`config.mk`:
```
export PLATFORM = sky130hd
export DESIGN_NAME = frame_peak_finder
export DESIGN_NICKNAME = d
export VERILOG_FILES = /design/src/rtl/frame_peak_finder.sv
export SDC_FILE = /design/constraint.sdc
export NUM_CORES = 1
export LEC_CHECK = 0
export BUFFER_PORTS_ARGS = -buffer_cell sky130_fd_sc_hd__buf_2
export CAP_MARGIN = 20
export CORE_MARGIN = 1
export CORE_UTILIZATION = 58
export CTS_BUF_LIST = sky130_fd_sc_hd__clkbuf_16
export DETAILED_ROUTE_END_ITERATION = 6
export PLACE_DENSITY = 0.95
export SKIP_CTS_REPAIR_TIMING = 1
export SLEW_MARGIN = 20
export SYNTH_ARGS = -nofsm -noshare
export SYNTH_HDL_FRONTEND = slang
export SYNTH_SLANG_ARGS = --single-unit
```
`constraint.sdc`:
```
create_clock -name clk -period 4.85 [get_ports clk]
set_input_delay 0.485 -clock clk [delete_from_list [all_inputs] [get_ports clk]]
set_output_delay 0.485 -clock clk [all_outputs]
set_load 0.005 [all_outputs]
```
`src/rtl/frame_peak_finder.sv`:
```
// Streaming peak tracker: keeps the two largest distinct qualifying bins
// of each frame and presents them with a beat count once the frame closes.
module frame_peak_finder #(
    parameter int IDX_W = 10,
    parameter int VAL_W = 32
) (
    input  logic             clk,
    input  logic             rst,
    input  logic             in_valid,
    output logic             in_ready,
    input  logic [IDX_W-1:0] in_index,
    input  logic [VAL_W-1:0] in_value,
    input  logic             in_last,
    input  logic [VAL_W-1:0] threshold,
    output logic             out_valid,
    input  logic             out_ready,
    output logic             peak_found,
    output logic [IDX_W-1:0] peak_index,
    output logic [VAL_W-1:0] peak_value,
    output logic             second_found,
    output logic [IDX_W-1:0] second_index,
    output logic [VAL_W-1:0] second_value,
    output logic [IDX_W:0]   bin_count
);

    typedef enum logic {
        ACCUM,
        REPORT
    } state_t;

    localparam logic [IDX_W:0] CNT_MAX = '1;

    state_t           state_q, state_d;
    logic             pk_vld_q, pk_vld_d;
    logic [IDX_W-1:0] pk_idx_q, pk_idx_d;
    logic [VAL_W-1:0] pk_val_q, pk_val_d;
    logic             sc_vld_q, sc_vld_d;
    logic [IDX_W-1:0] sc_idx_q, sc_idx_d;
    logic [VAL_W-1:0] sc_val_q, sc_val_d;
    logic [IDX_W:0]   cnt_q, cnt_d;

    logic accept;
    logic qual;
    logic beats_best;
    logic beats_sec;

    assign accept = in_valid && (state_q == ACCUM);
    assign qual   = in_value >= threshold;

    // A value equal to the best is a tie with it and is dropped entirely,
    // so the runner-up is always strictly below the peak.
    assign beats_best = qual && (!pk_vld_q || in_value > pk_val_q);
    assign beats_sec  = qual && pk_vld_q && (in_value < pk_val_q)
                     && (!sc_vld_q || in_value > sc_val_q);

    always_comb begin
        state_d  = state_q;
        pk_vld_d = pk_vld_q;
        pk_idx_d = pk_idx_q;
        pk_val_d = pk_val_q;
        sc_vld_d = sc_vld_q;
        sc_idx_d = sc_idx_q;
        sc_val_d = sc_val_q;
        cnt_d    = cnt_q;
        unique case (state_q)
            ACCUM: begin
                if (accept) begin
                    unique case (1'b1)
                        beats_best: begin
                            sc_vld_d = pk_vld_q;
                            sc_idx_d = pk_idx_q;
                            sc_val_d = pk_val_q;
                            pk_vld_d = 1'b1;
                            pk_idx_d = in_index;
                            pk_val_d = in_value;
                        end
                        beats_sec: begin
                            sc_vld_d = 1'b1;
                            sc_idx_d = in_index;
                            sc_val_d = in_value;
                        end
                        default: ;
                    endcase
                    if (cnt_q != CNT_MAX) begin
                        cnt_d = cnt_q + 1'b1;
                    end
                    if (in_last) begin
                        state_d = REPORT;
                    end
                end
            end
            REPORT: begin
                if (out_ready) begin
                    state_d  = ACCUM;
                    pk_vld_d = 1'b0;
                    pk_idx_d = '0;
                    pk_val_d = '0;
                    sc_vld_d = 1'b0;
                    sc_idx_d = '0;
                    sc_val_d = '0;
                    cnt_d    = '0;
                end
            end
            default: state_d = ACCUM;
        endcase
    end

    always_ff @(posedge clk) begin
        if (rst) begin
            state_q  <= ACCUM;
            pk_vld_q <= 1'b0;
            pk_idx_q <= '0;
            pk_val_q <= '0;
            sc_vld_q <= 1'b0;
            sc_idx_q <= '0;
            sc_val_q <= '0;
            cnt_q    <= '0;
        end else begin
            state_q  <= state_d;
            pk_vld_q <= pk_vld_d;
            pk_idx_q <= pk_idx_d;
            pk_val_q <= pk_val_d;
            sc_vld_q <= sc_vld_d;
            sc_idx_q <= sc_idx_d;
            sc_val_q <= sc_val_d;
            cnt_q    <= cnt_d;
        end
    end

    // Trackers are zeroed whenever their valid bit is clear, so they can
    // drive the result ports directly.
    assign in_ready     = (state_q == ACCUM);
    assign out_valid    = (state_q == REPORT);
    assign peak_found   = pk_vld_q;
    assign peak_index   = pk_idx_q;
    assign peak_value   = pk_val_q;
    assign second_found = sc_vld_q;
    assign second_index = sc_idx_q;
    assign second_value = sc_val_q;
    assign bin_count    = cnt_q;

endmodule
```
After elaboration in Yosys (flattened, before gate mapping)
Cells that the tools add are included.
{"block": "word_totals", "reg_bits": 98, "input_bits": 79}
{"block": "op_classes", "add_sub_neg": 1, "order_cmp": 4, "eq_ne": 6, "n_mux": 29, "bitwise_logic": 1, "n_reduce_logical": 12}
{"op": "one-hot mux 32 bit (2 select lines)", "count": 3}
{"op": "two-way mux 32 bit", "count": 4}
{"op": "greater-than comparator 32 bit", "count": 2}
{"op": "one-hot mux 10 bit (2 select lines)", "count": 3}
{"op": "two-way mux 10 bit", "count": 4}
{"op": "two-way mux 11 bit", "count": 3}
{"op": ">= comparator 32 bit", "count": 1}
{"op": "< comparator 32 bit", "count": 1}
{"op": "one-hot mux 11 bit (2 select lines)", "count": 1}
{"op": "adder 11 x 1 -> 11 bit (second input constant)", "count": 1}
{"op": "!= test 11 bit (second input constant)", "count": 1}
{"op": "AND reduction 3 bit", "count": 3}
{"op": "one-hot mux 1 bit (2 select lines)", "count": 4}
{"op": "two-way mux 1 bit", "count": 7}
{"op": "!= test 2 x 1 -> 1 bit (second input constant)", "count": 3}
{"op": "logical AND 1 bit", "count": 5}
{"op": "!= test 3 x 1 -> 1 bit (second input constant)", "count": 1}
{"op": "zero test 1 bit", "count": 2}
{"op": "logical OR 1 bit", "count": 2}
{"op": "!= test 2 bit (second input constant)", "count": 1}
{"op": "NOT 1 bit", "count": 1}

Logic depth before layout (Yosys ltp)
Gate-level depths: netlist (run 1).
{"block": "logic_depth", "word_depth": 7, "depth_mapped": 12, "mapped_depth_nobuf": 10}

Least setup slack after synthesis (run 1)
Ideal clock, no wire load.
{"block": "synth_timing", "path_kind": "input to register", "start": "input port threshold[13]", "end": "register sc_val_q[10], in the netlist second_value[10]", "setup_ns": 0.068, "t_arrival_ns": 3.151, "t_required_ns": 4.782, "setup_slack_ns": 1.632, "cell_stages": 12, "path_buffers": 2, "path_cell_list": "inv_1 -> ha_1 -> a211oi_2 -> nor2_1 -> or3_1 -> or4_4 -> a2111oi_4 -> nor4bb_1 -> buf_6 -> a211oi_4 -> buf_6 -> o2bb2ai_2"}
{"block": "synth_via", "elab_chain_cells": 7, "word_cells_on_any_way": 10, "classes_between": "order compare (1); eq/ne (1); mux (3); reduce/logical (5)"}
{"item": "start: declaration", "line_no": "14", "rtl": "input logic [VAL_W-1:0] threshold,"}
{"item": ">= comparator 32 bit *", "line_no": "48", "rtl": "assign qual = in_value >= threshold;"}
{"item": "logical AND 1 bit (2 in series)", "line_no": "53", "rtl": "assign beats_sec = qual && pk_vld_q && (in_value < pk_val_q)"}
{"item": "logical AND 1 bit", "line_no": "54", "rtl": "&& (!sc_vld_q || in_value > sc_val_q);"}
{"item": "one-hot mux 32 bit (2 select lines)", "line_no": "68", "rtl": "unique case (1'b1)"}
{"item": "two-way mux 32 bit", "line_no": "67", "rtl": "if (accept) begin"}
{"item": "one-hot mux 32 bit (2 select lines)", "line_no": "65", "rtl": "unique case (state_q)"}
{"item": "end signal: assignment", "line_no": "125", "rtl": "sc_val_q <= sc_val_d;"}
{"item": "end: declaration", "line_no": "39", "rtl": "logic [VAL_W-1:0] sc_val_q, sc_val_d;"}
Every way passes the cells marked *; elsewhere a longest branch is shown, timed or not. The select of a mux whose other input is x is not followed.
A chain may end at the register's enable or synchronous reset.

Worst setup path after layout (run 1)
{"block": "layout_timing", "start": "input port in_value[17]", "end": "register sc_val_q[26], in the netlist second_value[26]"}
{"block": "layout_via", "elab_chain_cells": 7, "word_cells_on_any_way": 15, "classes_between": "order compare (4); eq/ne (1); mux (3); reduce/logical (7)"}
{"item": "start: declaration", "line_no": "12", "rtl": "input logic [VAL_W-1:0] in_value,"}
{"item": ">= comparator 32 bit", "line_no": "48"}
{"item": "logical AND 1 bit (2 in series)", "line_no": "53"}
{"item": "logical AND 1 bit", "line_no": "54"}
{"item": "one-hot mux 32 bit (2 select lines)", "line_no": "68"}
{"item": "two-way mux 32 bit", "line_no": "67"}
{"item": "one-hot mux 32 bit (2 select lines)", "line_no": "65"}
Parallel ways exist; a longest one is shown, timed or not. The select of a mux whose other input is x is not followed.

==> results of run 1 <==
[cell families after synthesis]
| group | after synthesis |
|---|---|
| buf+inv | 134 |
| simple gates | 192 |
| mux | 54 |
| xor+xnor | 7 |
| flops | 98 |
| compound gates | 156 |
| fa+ha+maj | 97 |
[state kept, by name, indices dropped and copies added, names as in the netlist]
name          flops
peak_value       32
second_value     32
out_valid         1
second_index     10
peak_found        1
bin_count        11
peak_index       10
second_found      1
[power by group]
| group | switching, mW | internal (mW) | total [mW] |
|---|---|---|---|
| combinational | 0.252 | 0.194 | 0.446 |
| sequential | 0.0318 | 0.838 | 0.870 |
| clock | 0.338 | 0.358 | 0.696 |
[critical path, cell delays in order]
cell and delay (ns):
buf_2 0.14, ha_1 0.31, a21oi_1 0.15, o21ai_1 0.11, or3_1 0.40, or4_4 0.52
a2111oi_4 0.54, nor3_1 0.24, a22oi_2 0.59, buf_4 0.52, o2bb2ai_1 0.15
[worst max path at each step]
stage / cells after the start / slack [ns] / to
finish: 11 / 0.89 / second_value[26]$_SDFFE_PP0P_
global route: 11 / 0.72 / second_value[24]$_SDFFE_PP0P_
CTS: 11 / 0.89 / second_value[30]$_SDFFE_PP0P_
detailed placement: 11 / 0.56 / second_value[24]$_SDFFE_PP0P_
global placement: 11 / 0.71 / second_value[22]$_SDFFE_PP0P_
floorplan: 12 / 1.63 / second_value[10]$_SDFFE_PP0P_
[layout make-up]
cell class,instances,area [µm²]
inverter,103,387
timing repair buffer,186,966
clock inverter,7,61.3
clock buffer,9,225
fill,833,3100
tap,140,175
multi-input combinational,506,4010
sequential,98,1960
[stage by stage]
stage	setup WS (ns)	cell area, µm²
after detailed placement	0.555	7500
after global routing	0.723	7790
after floorplan	1.63	6500
after global placement	0.708	7500
final	0.893	7790
after CTS	0.894	7790
[layer usage]
layer	routed length (µm)	track usage (%)
met4	342	9.59
met3	934	5.02
met1	7380	36.0
met5	0	0
met2	8290	53.2
[placed cells by master (no fill, tap or decap), types with 4 or more instances in the layout]
cell | netlist | routed
a21oi_1 | 68 | 68
clkbuf_16 | 0 | 9
o2bb2ai_2 | 10 | 10
nand4_1 | 18 | 18
nand3_1 | 42 | 42
buf_4 | 0 | 8
inv_1 | 102 | 102
nor3_1 | 5 | 5
xor2_1 | 6 | 6
ha_1 | 97 | 97
and4_1 | 4 | 4
dfxtp_1 | 98 | 98
a221oi_1 | 4 | 4
nor2_1 | 31 | 31
or2_2 | 32 | 32
buf_2 | 10 | 177
a21o_1 | 9 | 9
o21ai_0 | 13 | 13
mux2i_1 | 54 | 54
o2bb2ai_1 | 32 | 32
nand2_1 | 26 | 26
nor2b_1 | 16 | 16
==> results_dict.tcl, run 1 <==
set metrics [dict create \
    synth_top_area_share_pct 30.2 \
    seq_area_frac_synth_pct 30.2 \
    setup_tns_ns 0 \
    via_per_inst 5.71 \
    clkSinkCount 98 \
    ioPinCount 178 \
    syn_area_per_cell_um2 8.80 \
    report.final.slew_viol_count 0 \
    synth_most_common_cell "inv_1" \
    synthToLayoutAreaGrowth_pct 19.9 \
    core_area_um2 10900 \
    fin_crit_sh_pct 81.6 \
    cts.clk_slew.worst_paths_ns 0.08 \
    port-buffer-count 177 \
    synth_flop_cell "dfxtp_1" \
    ys_types 49 \
    final_util_pct 71.5 \
    ir_drop_uv 246 \
    initial_core_util_pct 59.7 \
    synth_fa_ha_area_share_pct 18.7 \
    cts_tree "yes" \
    synth_area_leader_cell "dfxtp_1" \
    crit_required_ns 5.06 \
    antenna_found_initial 0 \
    fin_crit_ns 3.96 \
    rrSetupSlack_ns 0.98 \
    grtUsageTotal_pct 29.8 \
    drt_iter0_markers 274 \
    synth_cells 738 \
    rr_worst_depth 12 \
    cp-start-kind "primary input" \
    h-tree-depth 3 \
    synth_edf_count 0 \
    finClkSkew_ns 0.00813 \
    syn_area_um2 6500 \
    gp_congestion 0.861 \
    maxCapViolations 0 \
    setup_viol 0 \
    grt_pass1_wl_um 27400 \
    holdPathEnd "out_valid$_SDFF_PP0_" \
    synthTopCellsByArea "dfxtp_1 30%, ha_1 19%, mux2i_1 8.3%, inv_1 5.9%, a21oi_1 5.2%" \
    clock_latency_ns 0.34 \
    placed_cells 1033 \
    cts.root.buffer_cell "clkbuf_16" \
    grt_pass1_vias 5906 \
    fin_nets 1080 \
    power_leakage_nw 3.42 \
    synthSimpleGateAreaFrac_pct 15.8 \
    ys_seq_elements 98 \
    worst_pin_slew_ns 0.981 \
    finalPower_mw 2.01 \
    crit_path_end_kind "flop" \
    wl_per_cell_um 16.2 \
    clockBufferDepth 2 \
    layout.cells.non_filler 1049 \
    die-area_um2 11600 \
    p_per_area_nw_per_um2 258 \
    vias 5988 \
    whs_path_depth 3 \
    r2r_start "peak_value[6]$_SDFFE_PP0P_" \
    drc_errors 0 \
    yosys_warnings 0 \
    worst-path-max-fanout 29 \
    critical_path_arrival_ns 4.17 \
    criticalPathCategory "in2reg" \
    wl_um 17000 \
    synth_top_family_by_area "adder cells" \
    r2r_end "second_value[26]$_SDFFE_PP0P_" \
    num_antenna_cells 0 \
    async_reset_ff_share_pct 0 \
    outcome "finished clean" \
    place.detailed.hpwl_um 13000 \
    dr.pass1.iters 5 \
    syn_nets 914 \
    muxShareOfSynthArea_pct 8.32 \
    fmax_mhz 253 \
    whs_ns 0.376 \
    finalHoldViolations 0 \
    synthTopCellsByCount "102 x inv_1, 98 x dfxtp_1, 97 x ha_1" \
    rows 38 \
    cts_buffers 9 \
    min_path_type "in2reg" \
    die_y_um 108 \
    rsz0062_at_grt "no" \
    slew_headroom_pct 34.6 \
    die_w_um 108 \
    synth-compound-area-share_pct 17.6 \
    postRouteAntennaNets 0 \
    synth_xor_area_share_pct 0.944 \
    grt_max_degree 51 \
    drive_gt1_share_pct 27.6 \
    cp-startpoint "in_value[17]" \
    globalRouteOverflowTotal 0 \
    hp-start "in_last" \
]
Note: power is estimated with default switching activity, not from simulation.
==> inputs of run 2 (changes only) <==
CORE_UTILIZATION = 54   (was 58)
PLACE_DENSITY = 0.92   (was 0.95)
clock period = 4 ns   (was 4.85 ns; I/O delays follow)
==> run 2 against run 1 <==
The run now ends with design-rule violations left. Hold slack lost 0.079 ns. Total power grew 19%. Die area grew 7.3%. Critical path type is now reg2reg. Worst setup slack lost 0.49 ns. First-iteration DRC count grew 55%. Final cell count grew 0.67%.
==> results_dict.tcl, run 2 (synthesis gave the netlist of run 1 again) <==
set metrics [dict create \
    hp-start "in_last" \
    failed_checks "design-rule violations" \
    grt_pass1_wl_um 28500 \
    r2r_start "peak_value[6]$_SDFFE_PP0P_" \
    fin_nets 1084 \
    final_cell_mix "177 x buf_2, 104 x inv_1, 98 x dfxtp_1" \
    clock_latency_ns 0.34 \
    grtUsageTotal_pct 28.3 \
    setup_viol 0 \
    min_path_type "in2reg" \
    die_w_um 112 \
    via_per_inst 5.73 \
    cts.clk_slew.worst_paths_ns 0.07 \
    final_cell_area_um2 7820 \
    worst-path-max-fanout 18 \
    cts_tree "yes" \
    rr_worst_depth 13 \
    wl_per_cell_um 16.4 \
    finalHoldViolations 0 \
    r2r_end "second_index[9]$_SDFFE_PP0P_" \
    place.detailed.hpwl_um 13300 \
    synthToLayoutAreaGrowth_pct 20.4 \
    globalRouteOverflowTotal 0 \
    drive_gt1_share_pct 27.5 \
    critical_path_arrival_ns 3.82 \
    ir_drop_uv 225 \
    crit_required_ns 4.22 \
    rsz0062_at_grt "no" \
    power_leakage_nw 3.45 \
    rows 39 \
    port-buffer-count 177 \
    vias 6050 \
    dp_slack_ns 0.259 \
    crit_path_end_kind "flop" \
    cp-start-kind "flop" \
    wl_um 17300 \
    initial_core_util_pct 56.2 \
    dr.pass1.iters 7 \
    slew_headroom_pct 51.0 \
    clkSinkCount 98 \
    setup_tns_ns 0 \
    worst_pin_slew_ns 0.725 \
    layout_commonest_cell "buf_2" \
    drt_iter0_markers 425 \
    die_y_um 112 \
    h-tree-depth 3 \
    drc_errors 11 \
    die-area_um2 12500 \
    ioPinCount 178 \
    fin_crit_ns 3.60 \
    grt_max_degree 43 \
    grt_pass1_vias 5967 \
    layout_setup_ws_ns 0.401 \
    cts_buffers 9 \
    cts.root.buffer_cell "clkbuf_16" \
    fin_crit_sh_pct 90.0 \
    clockBufferDepth 2 \
    finClkSkew_ns 0.00633 \
    placed_area_um2 7560 \
    core_area_um2 11600 \
    fmax_mhz 278 \
    outcome "finished with violations" \
    rrSetupSlack_ns 0.40 \
    p_per_area_nw_per_um2 305 \
    criticalPathCategory "reg2reg" \
    holdPathEnd "out_valid$_SDFF_PP0_" \
    whs_path_depth 3 \
    antenna_found_initial 0 \
    maxCapViolations 0 \
    report.final.slew_viol_count 0 \
    gp_congestion 0.901 \
    postRouteAntennaNets 0 \
    num_antenna_cells 0 \
]
-- run 2: how the worst max path moves through the flow --
stage               slack, ns  cells after the start                       start                       endpoint
floorplan                0.87                     12               threshold[13]  second_value[10]$_SDFFE_PP0P_
global placement         0.36                     12                in_value[19]  second_value[22]$_SDFFE_PP0P_
detailed placement       0.26                     12                in_value[19]  second_value[31]$_SDFFE_PP0P_
CTS                      0.44                     13  peak_value[6]$_SDFFE_PP0P_   second_index[9]$_SDFFE_PP0P_
global route             0.16                     13  peak_value[6]$_SDFFE_PP0P_   second_index[6]$_SDFFE_PP0P_
finish                   0.40                     13  peak_value[6]$_SDFFE_PP0P_   second_index[9]$_SDFFE_PP0P_
-- run 2: final cells by class --
type | instances | area (µm²)
Clock buffer | 9 | 225
Clock inverter | 7 | 37.5
Fill cell | 919 | 3740
Inverter | 103 | 387
Multi-Input combinational cell | 506 | 4010
Sequential cell | 98 | 1960
Tap cell | 143 | 179
Timing Repair Buffer | 190 | 1020
-- run 2: routing by layer --
metal / global-route usage (%) / vias up / wire length [µm]
met1: 34.3 / 2831 / 7370
met4: 11.3 / 0 / 473
li1: - / 2936 / -
met2: 48.4 / 244 / 8260
met3: 6.53 / 39 / 1220
met5: 0 / - / 0
-- run 2: worst max-delay path: stages, from the launching register on --
cell and delay [ns]:
dfxtp_1 0.34, inv_1 0.07, ha_1 0.30, a21oi_1 0.15, a21boi_0 0.10, o41ai_1 0.59
a21oi_1 0.14, a2111oi_0 0.40, buf_4 0.21, nor4bb_4 0.36, buf_12 0.23, buf_4 0.25
mux2i_1 0.22, o2bb2ai_1 0.08
-- run 2: report_power, final --
group	internal, mW	switching [mW]	leakage, nW
Clock	0.416	0.371	0.137
Combinational	0.238	0.309	2.52
Sequential	1.02	0.0380	0.795
Total	1.67	0.717	3.45
-- run 2: stage by stage --
| stage | std cells | hold WS, ns | utilization (%) | power [mW] |
|---|---|---|---|---|
| 5_1_grt | 1056 | 0.310 | 67.6 | 2.52 |
| 2_1_floorplan | 738 | 0.456 | - | 1.41 |
| 4_1_cts | 1056 | 0.288 | 67.6 | 2.40 |
| 6_report | 1056 | 0.297 | 67.6 | 2.39 |
| 3_5_place_dp | 1040 | 0.444 | 65.4 | 1.62 |
| 3_3_place_gp | 1040 | 0.439 | 65.4 | 1.60 |
==> inputs of run 3 (changes only) <==
--- a/config.mk
+++ b/config.mk
@@ -10,6 +10,6 @@
 export CORE_MARGIN = 1
-export CORE_UTILIZATION = 54
+export CORE_UTILIZATION = 30
 export CTS_BUF_LIST = sky130_fd_sc_hd__clkbuf_16
 export DETAILED_ROUTE_END_ITERATION = 6
-export PLACE_DENSITY = 0.92
+export PLACE_DENSITY = 0.61
 export SKIP_CTS_REPAIR_TIMING = 1
==> constraint.sdc (replaced) <==
create_clock -name clk -period 4 [get_ports clk]
set_input_delay 0.2 -clock clk [delete_from_list [all_inputs] [get_ports clk]]
set_output_delay 0.2 -clock clk [all_outputs]
set_load 0.005 [all_outputs]
==> run 3 against run 2 <==
Sequential power is essentially flat. Highest routed layer unchanged. Final area is 2.6% higher. Critical endpoint is now second_index[6]$_SDFFE_PP0P_. Largest power group unchanged. Final cell count up 13%. Count of clock-buffer cells in the layout unchanged. The flow now finishes without violations. Die area up 78%.
==> results_dict.tcl, run 3 (synthesis gave the netlist of run 1 again) <==
set metrics [dict create \
    cp-start-kind "flop" \
    rr_worst_depth 13 \
    cts_buffers 9 \
    r2r_end "second_index[6]$_SDFFE_PP0P_" \
    finalPower_mw 2.49 \
    fillers 2178 \
    postRouteAntennaNets 0 \
    die_y_um 149 \
    wl_um 18900 \
    power_leakage_nw 3.46 \
    synthToLayoutAreaGrowth_pct 23.5 \
    report.final.slew_viol_count 0 \
    vias 5774 \
    cts_tree "yes" \
    via_per_inst 4.84 \
    initial_core_util_pct 30.7 \
    ioPinCount 178 \
    placed_area_um2 7730 \
    die-area_um2 22300 \
    whs_path_depth 3 \
    rsz0062_at_grt "no" \
    combPwrFrac_pct 21.8 \
    h-tree-depth 3 \
    grt_pass1_vias 5673 \
    final_cell_area_um2 8030 \
    grt_use_met2_pct 29.6 \
    drt_iter0_markers 269 \
    setup_viol 0 \
    criticalPathCategory "reg2reg" \
    cts.clk_slew.worst_paths_ns 0.07 \
    r2r_start "peak_value[6]$_SDFFE_PP0P_" \
    fin_crit_ns 3.53 \
    dr.pass1.iters 4 \
    grt_pass1_wl_um 29900 \
    wl_per_cell_um 15.9 \
    p_sw_mw 0.756 \
    antenna_found_initial 0 \
    gp_congestion 0.773 \
    power_frac_seq_pct 42.3 \
    holdPathEnd "out_valid$_SDFF_PP0_" \
    top_usage_layer "met2" \
    internal_power_mw 1.74 \
    drive_gt1_share_pct 28.1 \
    globalRouteOverflowTotal 0 \
    crit_required_ns 4.24 \
    worst-path-max-fanout 10 \
    whs_ns 0.0921 \
    worst_pin_slew_ns 0.706 \
    clock_latency_ns 0.36 \
    finalHoldViolations 0 \
    slew_headroom_pct 52.3 \
    maxCapViolations 0 \
    clkSinkCount 98 \
    clockBufferDepth 2 \
    ir_drop_uv 201 \
    finClkSkew_ns 0.0100 \
    fmax_mhz 283 \
    layout_commonest_cell "buf_2" \
    rows 53 \
    rrSetupSlack_ns 0.47 \
    die_w_um 149 \
    final_cell_mix "177 x buf_2, 102 x inv_1, 98 x dfxtp_1" \
    hp-start "in_last" \
    crit_path_end_kind "flop" \
    switching_share_pct 30.3 \
    fin_nets 1088 \
    cts.root.buffer_cell "clkbuf_16" \
    place.detailed.hpwl_um 14500 \
    power_frac_clock_pct 35.8 \
    critical_path_arrival_ns 3.77 \
    final_util_pct 37.9 \
    outcome "finished clean" \
    grt_max_degree 43 \
    use_met1_pct 21.2 \
    grt_util_met3_pct 4.19 \
    num_antenna_cells 0 \
    setup_tns_ns 0 \
    min_path_type "in2reg" \
    grtUsageTotal_pct 17.4 \
    p_per_area_nw_per_um2 311 \
    port-buffer-count 177 \
    fin_crit_sh_pct 88.3 \
    drc_errors 0 \
    core_area_um2 21200 \
]
[run 3: through the flow]
stage | setup slack, ns | std cells
2_1_floorplan | 0.921 | 738
3_3_place_gp | 0.324 | 1176
3_5_place_dp | 0.312 | 1176
4_1_cts | 0.453 | 1192
5_1_grt | 0.257 | 1192
6_report | 0.467 | 1192
[run 3: layout make-up]
class	count	area (µm²)	area share (%)
clock buffers	9	225	2.81
clock inverters	7	70.1	0.873
inverters	103	387	4.82
multi-input cells	506	4010	50.0
flip-flops and latches	98	1960	24.4
well taps	275	344	4.29
repair buffers	194	1030	12.8
[run 3: routing by layer]
metal  part of all wire, %  wire, µm
met1                    45      8570
met2                    47      8950
met3                   5.2       992
met4                   2.0       384
met5                     0         0
[run 3: how the worst max path moves through the flow]
| stage | slack [ns] | to | cells past startpoint | from |
|---|---|---|---|---|
| after global placement | 0.32 | second_value[20]$_SDFFE_PP0P_ | 11 | in_value[17] |
| final | 0.47 | second_index[6]$_SDFFE_PP0P_ | 13 | peak_value[6]$_SDFFE_PP0P_ |
| after global routing | 0.26 | second_value[25]$_SDFFE_PP0P_ | 13 | peak_value[3]$_SDFFE_PP0P_ |
| after floorplan | 0.92 | second_value[10]$_SDFFE_PP0P_ | 12 | peak_value[6]$_SDFFE_PP0P_ |
| after CTS | 0.45 | second_index[6]$_SDFFE_PP0P_ | 13 | peak_value[3]$_SDFFE_PP0P_ |
| after detailed placement | 0.31 | second_value[1]$_SDFFE_PP0P_ | 11 | in_value[19] |
[run 3: power groups by stage]
stage               clock network (mW)  registers, mW  logic (mW)
global route                     0.955           1.06       0.618
CTS                              0.912           1.06       0.553
finish                           0.893           1.06       0.544
global placement                     0           1.08       0.539
detailed placement                   0           1.08       0.549
floorplan                            0           1.07       0.336
[run 3: worst max-delay path, cell delays in order, from the launching register on]
cell and delay, ns:
dfxtp_1 0.36, inv_1 0.07, ha_1 0.30, a21oi_1 0.14
a21boi_0 0.10, o41ai_1 0.39, buf_4 0.17, a21oi_1 0.05
a2111oi_0 0.35, buf_4 0.20, nor4bb_4 0.60, buf_4 0.35
mux2i_1 0.25, o2bb2ai_1 0.08
